$ cat src/rtl/dds_param_ctrl.sv
// dds_param_ctrl: push-button front end for a DDS generator.
// Four raw active-low keys are synchronized, debounced and turned into
// press events. The events rotate the waveform, step the frequency word
// up or down, or cycle the amplitude.
//
// Ports:
//   sys_clk      - single clock domain
//   sys_rst_n    - asynchronous active-low reset
//   key[3:0]     - raw buttons, 0 = pressed
//   wave_select  - one-hot waveform: 0001 sine, 0010 square, 0100 triangle, 1000 sawtooth
//   freq_ctl     - phase-accumulator step word, kept within [FREQ_STEP, FREQ_MAX]
//   amp_ctl      - amplitude scale, 256 = full scale
//   param_vld    - one-cycle pulse in the cycle any output changes
//
// Build option: define DDS_PARAM_AUTOREPEAT_EN to add auto-repeat on key[1]/key[2].
// The first repeat fires HOLD_CYC+1 cycles after the press event, and later
// repeats fire every RATE_CYC+1 cycles.
module dds_param_ctrl #(
    parameter int unsigned CNT_MAX   = 999_999,
    parameter logic [31:0] FREQ_STEP = 32'd8589935,
    parameter logic [31:0] FREQ_MAX  = 32'd85899346,
    parameter int unsigned HOLD_CYC  = 24_999_999,
    parameter int unsigned RATE_CYC  = 4_999_999
) (
    input  logic        sys_clk,
    input  logic        sys_rst_n,
    input  logic [3:0]  key,
    output logic [3:0]  wave_select,
    output logic [31:0] freq_ctl,
    output logic [8:0]  amp_ctl,
    output logic        param_vld
);

    localparam int unsigned CntW = (CNT_MAX > 0) ? $clog2(CNT_MAX + 1) : 1;

    logic [3:0]           sync1_q, sync2_q;
    logic [1:0]           prime_q, prime_d;
    logic [3:0][CntW-1:0] db_cnt_q, db_cnt_d;
    logic [3:0]           stable_q, stable_d;
    logic [3:0]           armed_q, armed_d;
    logic [3:0]           press_q, press_d;
    logic [3:0]           ev;
    logic                 primed;

    // sync2_q only reflects the real keys two cycles after reset.
    // Before that it still holds the reset value.
    assign primed = (prime_q == 2'd2);
    assign prime_d = primed ? prime_q : prime_q + 2'd1;

    // Debounce: count while the synchronized sample disagrees with the stable level.
    // Any return to the stable level clears the count.
    // A key only becomes armed after it has been seen released.
    // This means a key held through reset gives no event until it is pressed again.
    always_comb begin
        db_cnt_d = '0;
        stable_d = stable_q;
        armed_d  = armed_q;
        press_d  = '0;
        for (int i = 0; i < 4; i++) begin
            if (sync2_q[i] != stable_q[i]) begin
                if (db_cnt_q[i] == CntW'(CNT_MAX)) begin
                    stable_d[i] = sync2_q[i];
                    press_d[i]  = ~sync2_q[i] & armed_q[i];
                end else begin
                    db_cnt_d[i] = db_cnt_q[i] + CntW'(1);
                end
            end
            if (primed && sync2_q[i] && stable_q[i]) begin
                armed_d[i] = 1'b1;
            end
        end
    end

    always_ff @(posedge sys_clk or negedge sys_rst_n) begin
        if (!sys_rst_n) begin
            sync1_q  <= 4'hF;
            sync2_q  <= 4'hF;
            prime_q  <= 2'd0;
            db_cnt_q <= '0;
            stable_q <= 4'hF;
            armed_q  <= 4'h0;
            press_q  <= 4'h0;
        end else begin
            sync1_q  <= key;
            sync2_q  <= sync1_q;
            prime_q  <= prime_d;
            db_cnt_q <= db_cnt_d;
            stable_q <= stable_d;
            armed_q  <= armed_d;
            press_q  <= press_d;
        end
    end

`ifdef DDS_PARAM_AUTOREPEAT_EN
    localparam int unsigned RepMax = (HOLD_CYC > RATE_CYC) ? HOLD_CYC : RATE_CYC;
    localparam int unsigned RepW   = (RepMax > 0) ? $clog2(RepMax + 1) : 1;

    // Index 0 is key[1], index 1 is key[2].
    logic [1:0][RepW-1:0] rep_cnt_q, rep_cnt_d;
    logic [1:0]           rep_act_q, rep_act_d;
    logic [1:0]           rep_first_q, rep_first_d;
    logic [1:0]           rep_q, rep_d;

    always_comb begin
        rep_cnt_d   = rep_cnt_q;
        rep_act_d   = rep_act_q;
        rep_first_d = rep_first_q;
        rep_d       = '0;
        for (int j = 0; j < 2; j++) begin
            if (press_d[j+1]) begin
                rep_act_d[j]   = 1'b1;
                rep_first_d[j] = 1'b1;
                rep_cnt_d[j]   = '0;
            end else if (stable_d[j+1]) begin
                rep_act_d[j] = 1'b0;
            end else if (rep_act_q[j]) begin
                if (rep_cnt_q[j] == (rep_first_q[j] ? RepW'(HOLD_CYC) : RepW'(RATE_CYC))) begin
                    rep_d[j]       = 1'b1;
                    rep_cnt_d[j]   = '0;
                    rep_first_d[j] = 1'b0;
                end else begin
                    rep_cnt_d[j] = rep_cnt_q[j] + RepW'(1);
                end
            end
        end
    end

    always_ff @(posedge sys_clk or negedge sys_rst_n) begin
        if (!sys_rst_n) begin
            rep_cnt_q   <= '0;
            rep_act_q   <= '0;
            rep_first_q <= '0;
            rep_q       <= '0;
        end else begin
            rep_cnt_q   <= rep_cnt_d;
            rep_act_q   <= rep_act_d;
            rep_first_q <= rep_first_d;
            rep_q       <= rep_d;
        end
    end

    assign ev = press_q | {1'b0, rep_q, 1'b0};
`else
    assign ev = press_q;
`endif

    logic [3:0]  wave_q, wave_d;
    logic [31:0] freq_q, freq_d;
    logic [8:0]  amp_q, amp_d;
    logic        vld_q, vld_d;
    logic        wave_ok;
    logic [32:0] sum_up;

    assign wave_ok = (wave_q != 4'd0) && ((wave_q & (wave_q - 4'd1)) == 4'd0);
    assign sum_up  = {1'b0, freq_q} + {1'b0, FREQ_STEP};

    // Only the lowest-index event acts; the other simultaneous events are dropped.
    always_comb begin
        wave_d = wave_ok ? wave_q : 4'b0001;
        freq_d = freq_q;
        amp_d  = amp_q;
        if (ev[0]) begin
            wave_d = wave_ok ? {wave_q[2:0], wave_q[3]} : 4'b0001;
        end else if (ev[1]) begin
            freq_d = (sum_up > {1'b0, FREQ_MAX}) ? FREQ_MAX : sum_up[31:0];
        end else if (ev[2]) begin
            freq_d = ({1'b0, freq_q} >= {FREQ_STEP, 1'b0}) ? freq_q - FREQ_STEP : FREQ_STEP;
        end else if (ev[3]) begin
            amp_d = (amp_q == 9'd256 || amp_q == 9'd128 || amp_q == 9'd64) ? amp_q >> 1 : 9'd256;
        end
        // A saturated frequency step leaves everything unchanged, so it raises no pulse.
        vld_d = (wave_d != wave_q) || (freq_d != freq_q) || (amp_d != amp_q);
    end

    always_ff @(posedge sys_clk or negedge sys_rst_n) begin
        if (!sys_rst_n) begin
            wave_q <= 4'b0001;
            freq_q <= FREQ_STEP;
            amp_q  <= 9'd256;
            vld_q  <= 1'b0;
        end else begin
            wave_q <= wave_d;
            freq_q <= freq_d;
            amp_q  <= amp_d;
            vld_q  <= vld_d;
        end
    end

    assign wave_select = wave_q;
    assign freq_ctl    = freq_q;
    assign amp_ctl     = amp_q;
    assign param_vld   = vld_q;

endmodule

$ cat config.mk
export PLATFORM = sky130hd
export DESIGN_NAME = dds_param_ctrl
export DESIGN_NICKNAME = d
export VERILOG_FILES = /design/src/rtl/dds_param_ctrl.sv
export SDC_FILE = /design/constraint.sdc
export NUM_CORES = 1
export LEC_CHECK = 0
export CAP_MARGIN = 40
export CORE_MARGIN = 10
export CORE_UTILIZATION = 50
export CTS_CLUSTER_SIZE = 20
export DETAILED_ROUTE_END_ITERATION = 10
export PLACE_DENSITY = 0.65
export SYNTH_ARGS = -nofsm -noshare
export SYNTH_HDL_FRONTEND = slang
export SYNTH_SLANG_ARGS = --single-unit
$ cat constraint.sdc
create_clock -name sys_clk -period 11.6 [get_ports sys_clk]
set_clock_uncertainty 0.1 [all_clocks]
set_input_delay 2.9 -clock sys_clk [delete_from_list [all_inputs] [get_ports sys_clk]]
set_output_delay 2.9 -clock sys_clk [all_outputs]
set_load 0.05 [all_outputs]
* Yosys cells after proc, flatten, opt, wreduce, memory -nomap -nowiden
Cells that the tools add are included.
** Word-level totals
- Register bits :: 148
- Latch bits :: 0
- Bits in writable memories :: 0
- ROM bits :: 0
- Input bits :: 6
- Output and inout bits :: 46
- Word-level logic and storage cells :: 102
- Memories :: 0
** Operators by class
- Add/sub/neg operators :: 8
- Multipliers :: 0
- Div/mod/pow operators :: 0
- Magnitude comparators :: 2
- Equality and inequality tests :: 15
- Shift-type cells :: 0
- Mux-type cells :: 29
- Bitwise logic cells :: 9
- Reduce and logical (&&, ||, !) cells :: 19
** Operators by type and width (count)
- $mux W20 :: 8
- $mux W32 :: 5
- $add A20 B1 Y20 const B :: 4
- $eq A20 B20 Y1 const B :: 4
- $mux W9 :: 5
- $add A32 B24 Y33 const B :: 1
- $gt A33 B27 Y1 const B :: 1
- $ge A32 B25 Y1 const B :: 1
- $ne A32 B32 Y1 :: 1
- $sub A32 B24 Y32 const B :: 1
- $mux W4 :: 3
- $eq A9 B7 Y1 const B :: 1
- $eq A9 B8 Y1 const B :: 1
- $eq A9 B9 Y1 const B :: 1
- $logic_and A1 B1 Y1 :: 9
- $ne A9 B9 Y1 :: 1
- $mux W1 :: 8
- $reduce_and A2 Y1 :: 4
- $and A1 B1 Y1 :: 4
- $and A4 B4 Y4 :: 1
- $logic_not A4 Y1 :: 1
- $logic_or A1 B1 Y1 :: 4
- $ne A1 B1 Y1 :: 4
- $ne A4 B4 Y1 :: 1
- 5 further kinds :: 8

* Longest topological paths before layout
Gate-level depths: netlist (run 1).
- Depth after elaboration :: 10
- Depth in mapped cells :: 17
- Depth with buffers taken out :: 14

* Least setup slack after synthesis (run 1)
Ideal clock, no wire load.
- Path type :: register -> register
- From :: register freq_q[1], in the netlist freq_ctl[1]
- To :: register vld_q, in the netlist param_vld
- Library setup time :: 0.137 ns
- Data arrival time :: 4.337 ns
- Data required time :: 11.363 ns
- Slack :: 7.025 ns
- Cell stages (with the launch flop) :: 18
- Clock period less this slack :: 4.575 ns
- Path through :: dfstp_2 clkbuf_1 inv_1 ha_1 or3b_1 buf_2 a211oi_4 a211oi_1 nor2_1 a21oi_1 nand3_1 o41a_1 a211oi_4 buf_4 mux2i_1 nand3b_1 nor4_1 nand4_1
** On the way
- Cells in the longest elaborated chain, start to end :: 8
** Ends and longest elaborated chain
- start: declaration :: line 148 : logic [31:0] freq_q, freq_d;
- start signal: assignment :: line 183 : freq_q <= freq_d;
- $add A32 B24 Y33, or another cell as far along :: line 155 : assign sum_up = {1'b0, freq_q} + {1'b0, FREQ_STEP};
- $gt A33 B27 Y1 / $mux W32 (equally long branches) :: line 165, 167
- $mux W32 (on tied branches) :: line 165, 166
- $mux W32 :: line 164 : end else if (ev[1]) begin
- $mux W32 :: line 162 : if (ev[0]) begin
- $ne A32 B32 Y1 * :: line 172 : vld_d = (wave_d != wave_q) || (freq_d != freq_q) || (amp_d != amp_q);
- $logic_or A1 B1 Y1 * (2 in series) :: line 172
- named net vld_d :: line 150 : logic vld_q, vld_d;
- end signal: assignment :: line 185 : vld_q <= vld_d;
- end: declaration :: line 150
Mark *: on every way through the listed nets, which the timed path passes. The rest lies on a longest branch.
A chain may end at the register's enable or synchronous reset.

* Worst setup path after layout (run 1)
Same ends and word-level chain as after synthesis.

==> flow_summary.json, run 1 <==
{
  "r2r-end": "param_vld$_DFF_PN0_",
  "path_clk_slew_ps": 60,
  "worstRegToRegCells": 14,
  "cp.required_ps": 11770,
  "synth_ff_type": "dfrtp_1",
  "synth_warnings": 0,
  "grt_max_degree": 73,
  "rsz0062_at_grt": "no",
  "fin_nets": 1203,
  "htree_levels": 4,
  "fin_crit_ps": 5610,
  "tightest_slew_ps": 1030,
  "cp.arrival_ps": 5780,
  "area_growth_pct": 13.0,
  "leakage_nw": 4.45,
  "dp_hpwl_um": 21300,
  "yosysTopAreaCellShare": 0.315,
  "cts_tree": "done",
  "yosysSeqAreaShare": 0.382,
  "end_kind": "register",
  "max_stage_delay_ps": 870,
  "holdCritPathClass": "reg -> reg",
  "die_area_mm2": 0.0256,
  "synth-async-reset-ratio": 1.00,
  "drtAntennaViolNets": 0,
  "portBuffers": 51,
  "antenna_found_initial": 0,
  "fin_tns_setup_ps": 0,
  "hold_violations": 0,
  "syn_area_mm2": 0.00978,
  "antennaDiodeCount": 0,
  "grt_pass1_vias": 8702,
  "grt_pass1_wl_um": 48200,
  "start_util": 0.506,
  "relSlewSlack": 0.316,
  "netlist_instances": 1174,
  "grt_usage": 0.231,
  "post_cts_buffers": 0,
  "ys_types": 92,
  "crit_family": "compound AO/OA/AOI/OAI gates",
  "setup_viol": 0,
  "cp-endpoint": "param_vld$_DFF_PN0_",
  "path_depth": 14,
  "grt-ovfl-total": 0,
  "crit_top_cell": "a211oi_4",
  "status": "finished clean",
  "critPathLaunchType": "register",
  "mostFrequentLayoutCells": "nor2_1 (162), dfrtp_1 (123), nand2_1 (107)",
  "r2r-start": "freq_ctl[1]$_DFF_PN1_",
  "clk_latency_ps": 420,
  "routedWlPerCell_um": 20.9,
  "cts.sinks": 148,
  "fp.dieW_um": 160,
  "holdBufCountCts": 0,
  "drc": 0,
  "drv_slew": 0,
  "gp_congestion": 1.06,
  "dr_total_vias": 9449,
  "io_pins": 52,
  "synth_edf_count": 0,
  "cp_max_fo": 18,
  "synth_top_area_cell": "dfrtp_1",
  "powerDensity_mw_per_mm2": 102,
  "drv_cap": 0,
  "synth_area_leaders": "dfrtp_1 (31%), dfstp_2 (6.7%), nor2_1 (6.2%), xnor2_1 (4.4%), nand2_1 (4.1%)",
  "cts_resized": 0,
  "cts-root-buf": "clkbuf_16",
  "drt_iter0_drc": 1368,
  "synth.avg_cell_area_um2": 8.33,
  "core_mm2": 0.0193,
  "vdd_drop_max_v": 0.000102,
  "cts_buffers": 17,
  "crit_buf_inv": 1,
  "whs_ps": 255,
  "via_per_inst": 6.45,
  "syn_nets": 1189,
  "cts_buffer_depth": 2,
  "period_share": 0.484,
  "r2r_slack_ps": 5990,
  "ys_seq_elements": 148,
  "crit_chain": "inv_1 > ha_1 > or3b_1 > a211oi_4 > a211oi_1 > nor2_1 > a21oi_1 > nand3_1 > o41a_1 > a211oi_4 > a211o_1 > o221ai_2 > nor4_1 > nand4_1",
  "routed_wl_um": 30600,
  "rows": 51,
  "final_common_cell": "nor2_1",
  "die_h_um": 160,
  "crit_type": "reg -> reg",
  "crit_start": "freq_ctl[1]$_DFF_PN1_",
  "firstDrtPassIters": 8,
  "crit_path_top_delay_cell": "a211oi_1",
  "fmax_mhz": 178,
  "drive_gt1_frac": 0.0841
}
cell type report:
type	instances	area (um^2)
inverter	34	128
sequential	148	3730
clock inverter	10	148
tap	265	332
clock buffer	22	454
fill	1735	8280
multi-input combinational	921	5620
timing repair buffer	66	634
worst register-to-register path, stage by stage (launching register included):
cell	delay, ps
dfstp_2	740
inv_1	150
ha_1	310
or3b_1	370
a211oi_4	140
a211oi_1	870
nor2_1	250
a21oi_1	330
nand3_1	160
o41a_1	510
a211oi_4	720
a211o_1	250
o221ai_2	90
nor4_1	350
nand4_1	140
state kept, by name, summed over array words and instances, names as in the netlist:
register,count
sync2_q,4
param_vld,1
amp_ctl,9
sync1_q,4
armed_q,4
prime_q,2
stable_q,4
db_cnt_q,80
wave_select,4
freq_ctl,32
ev,4
metrics by stage:
step            util  cells  setup WS [ps]  cell area, um^2  power (mW)
6_report       0.572   1466           5990            11100        1.12
5_1_grt        0.572   1466           5840            11100        1.16
4_1_cts        0.572   1466           6200            11100        1.14
3_5_place_dp   0.541   1434           6240            10500       0.560
3_3_place_gp   0.538   1428           6270            10400       0.559
2_1_floorplan      -   1174           7030             9780       0.544
where the power goes:
part / switching, mW / internal, mW
combinational: 0.0168 / 0.00656
clock: 0.226 / 0.348
sequential: 0.00431 / 0.522
logic make-up after synthesis:
kind of cell / after synthesis / synth area share
AND/OR/NAND/NOR: 502 / 0.252
XOR/XNOR: 88 / 0.0788
AO/OA/AOI/OAI: 312 / 0.222
adder cells (fa/ha/maj): 9 / 0.0115
flip-flops: 148 / 0.382
multiplexers: 10 / 0.0110
buffers and inverters: 105 / 0.0430
layer usage:
layer  vias to the layer above  routed length, um  GRT usage
met4                         0               1580      0.111
li1                       4301                  -          -
met3                       126               3130     0.0604
met5                         -                  0          0
met1                      4436              12600      0.305
met2                       586              13300      0.346
worst min-delay path by stage:
stage	startpoint	cells after the start	slack [ps]	end
3_3_place_gp	sync1_q[2]$_DFF_PN1_	0	250	sync2_q[2]$_DFF_PN1_
5_1_grt	sync1_q[2]$_DFF_PN1_	0	260	sync2_q[2]$_DFF_PN1_
6_report	sync1_q[0]$_DFF_PN1_	0	250	sync2_q[0]$_DFF_PN1_
3_5_place_dp	sync1_q[0]$_DFF_PN1_	0	250	sync2_q[0]$_DFF_PN1_
2_1_floorplan	sync1_q[0]$_DFF_PN1_	0	250	sync2_q[0]$_DFF_PN1_
4_1_cts	sync1_q[0]$_DFF_PN1_	0	260	sync2_q[0]$_DFF_PN1_
synth_stat cells (25+ instances only):
master    number
dfstp_2       25
dfrtp_1      123
inv_1         34
nand2_1      107
o21ai_0       71
xnor2_1       49
a21oi_1       77
and3_1        28
nor2_1       162
nand3_1       50
xor2_1        39
clkbuf_1      54
(Power assumes the default switching activity.)
==> run 2, diff against run 1 <==
- clock period: 11.6 -> 5.2 ns (I/O delays scaled with it)
==> run 2 against run 1 <==
- setup slack lost 5800 ps
- fmax rose by 12%
- highest routed layer unchanged
- count of clock-buffer cells in the layout fell by 4
- critical path type unchanged
- sequential power rose by 120%
- largest power group unchanged
- die area unchanged
- non-clock buffer count grew 41
- sequential share of layout area fell by 1.1 points
- first-iteration DRC count down 14%
==> flow_summary.json, run 2 (synthesized netlist as in run 1, its figures left out) <==
{
  "preCtsSetupSlack_ps": 500,
  "crit_type": "reg -> reg",
  "via_per_inst": 6.33,
  "final_common_cell": "nor2_1",
  "antenna_found_initial": 0,
  "drc": 0,
  "holdBufCountCts": 0,
  "fin_tns_setup_ps": 0,
  "portBuffers": 51,
  "fin_nets": 1244,
  "powerDensity_mw_per_mm2": 222,
  "cts_tree": "done",
  "holdCritPathClass": "reg -> reg",
  "io_pins": 52,
  "drive_gt1_frac": 0.120,
  "whs_ps": 256,
  "hold_violations": 0,
  "die_h_um": 160,
  "cts.sinks": 148,
  "p_total_mw": 2.54,
  "grt_pass1_vias": 8988,
  "vdd_drop_max_v": 0.000228,
  "cp.arrival_ps": 5210,
  "r2r-start": "freq_ctl[0]$_DFF_PN1_",
  "cts-root-buf": "clkbuf_16",
  "critPathLaunchType": "register",
  "rsz0062_at_grt": "no",
  "start_util": 0.506,
  "fp.dieW_um": 160,
  "drtAntennaViolNets": 0,
  "tightest_slew_ps": 922,
  "r2r_slack_ps": 180,
  "setup_slack_ps": 176,
  "grt-ovfl-total": 0,
  "die_area_mm2": 0.0256,
  "dr_total_vias": 9541,
  "post_cts_buffers": 0,
  "largest_register": "db_cnt_q",
  "status": "finished clean",
  "cts_buffer_depth": 2,
  "worstRegToRegCells": 14,
  "dp_hpwl_um": 22600,
  "routed_wl_um": 31400,
  "gp_congestion": 1.05,
  "antennaDiodeCount": 0,
  "holdPathEnd": "sync2_q[2]$_DFF_PN1_",
  "rows": 51,
  "cp_max_fo": 11,
  "grt_usage": 0.239,
  "clk_latency_ps": 430,
  "whs_path_depth": 0,
  "cts_resized": 0,
  "firstDrtPassIters": 8,
  "core_mm2": 0.0193,
  "routedWlPerCell_um": 20.9,
  "leakage_nw": 4.70,
  "drt_iter0_drc": 1172,
  "largest_reg_flops": 80,
  "end_kind": "register",
  "fin_crit_ps": 5020,
  "setup_viol": 0,
  "cts_buffers": 17,
  "grt_max_degree": 95,
  "mostFrequentLayoutCells": "nor2_1 (162), dfrtp_1 (123), nand2_1 (107)",
  "cp.required_ps": 5380,
  "r2r-end": "param_vld$_DFF_PN0_",
  "fmax_mhz": 199,
  "hp-start": "sync1_q[2]$_DFF_PN1_",
  "htree_levels": 4,
  "area_growth_pct": 16.7,
  "relSlewSlack": 0.370,
  "period_share": 0.966,
  "path_clk_slew_ps": 80,
  "drv_slew": 0,
  "grt_pass1_wl_um": 49700,
  "drv_cap": 0
}
-- run 2: cell count changes in the layout (fill, tap and decap cells not counted) --
cell	previous run	this run
buf_4	9	53
clkbuf_1	4	0
buf_1	3	0
inv_8	1	4
clkinv_4	0	2
clkinv_8	0	2
buf_12	0	1
buf_2	1	0
buf_6	2	1
bufinv_16	3	2
clkdlybuf4s15_2	0	1
clkinv_2	1	0
clkinvlp_4	2	1
-- run 2: layout make-up --
type,instances,area [um^2]
Clock buffer,18,439
Sequential cell,148,3730
Multi-Input combinational cell,921,5620
Fill cell,1751,7920
Timing Repair Buffer,107,968
Inverter,34,128
Tap cell,265,332
Clock inverter,14,189
-- run 2: how the worst max path moves through the flow --
stage / startpoint / endpoint / slack (ps)
finish: freq_ctl[0]$_DFF_PN1_ / param_vld$_DFF_PN0_ / 180
global route: freq_ctl[0]$_DFF_PN1_ / param_vld$_DFF_PN0_ / 120
CTS: freq_ctl[0]$_DFF_PN1_ / param_vld$_DFF_PN0_ / 420
detailed placement: freq_ctl[0]$_DFF_PN1_ / param_vld$_DFF_PN0_ / 500
global placement: freq_ctl[0]$_DFF_PN1_ / param_vld$_DFF_PN0_ / 550
floorplan: freq_ctl[1]$_DFF_PN1_ / param_vld$_DFF_PN0_ / 630
-- run 2: layer usage --
metal  part of all wire  up-vias  wire (um)  GRT usage
met4              0.057        0       1780      0.123
met5                  0        -          0          0
met2               0.42      577      13400      0.355
met3               0.10      148       3200     0.0638
met1               0.42     4453      13100      0.314
li1                   -     4363          -          -
-- run 2: where the power goes --
group          leakage [nW]  internal, mW  switching (mW)
Clock                 0.305         0.747           0.564
Combinational          2.43        0.0158          0.0377
Sequential             1.96          1.17         0.00952
-- run 2: worst max-delay path: stages, from the launching register on --
cell	delay, ps
dfstp_2	400
inv_1	130
ha_1	330
or3b_1	520
a2111oi_0	850
o21ai_0	270
a211o_1	300
nand2_1	70
o2111a_1	200
a21oi_1	80
o21ai_1	730
o21a_1	250
o221ai_2	110
nor4_1	370
nand4_1	150
-- run 2: through the flow --
step | util | instance area (um^2) | instances
CTS | 0.590 | 11400 | 1507
detailed placement | 0.558 | 10800 | 1475
finish | 0.590 | 11400 | 1507
global route | 0.590 | 11400 | 1507
floorplan | - | 9780 | 1174
global placement | 0.556 | 10700 | 1473
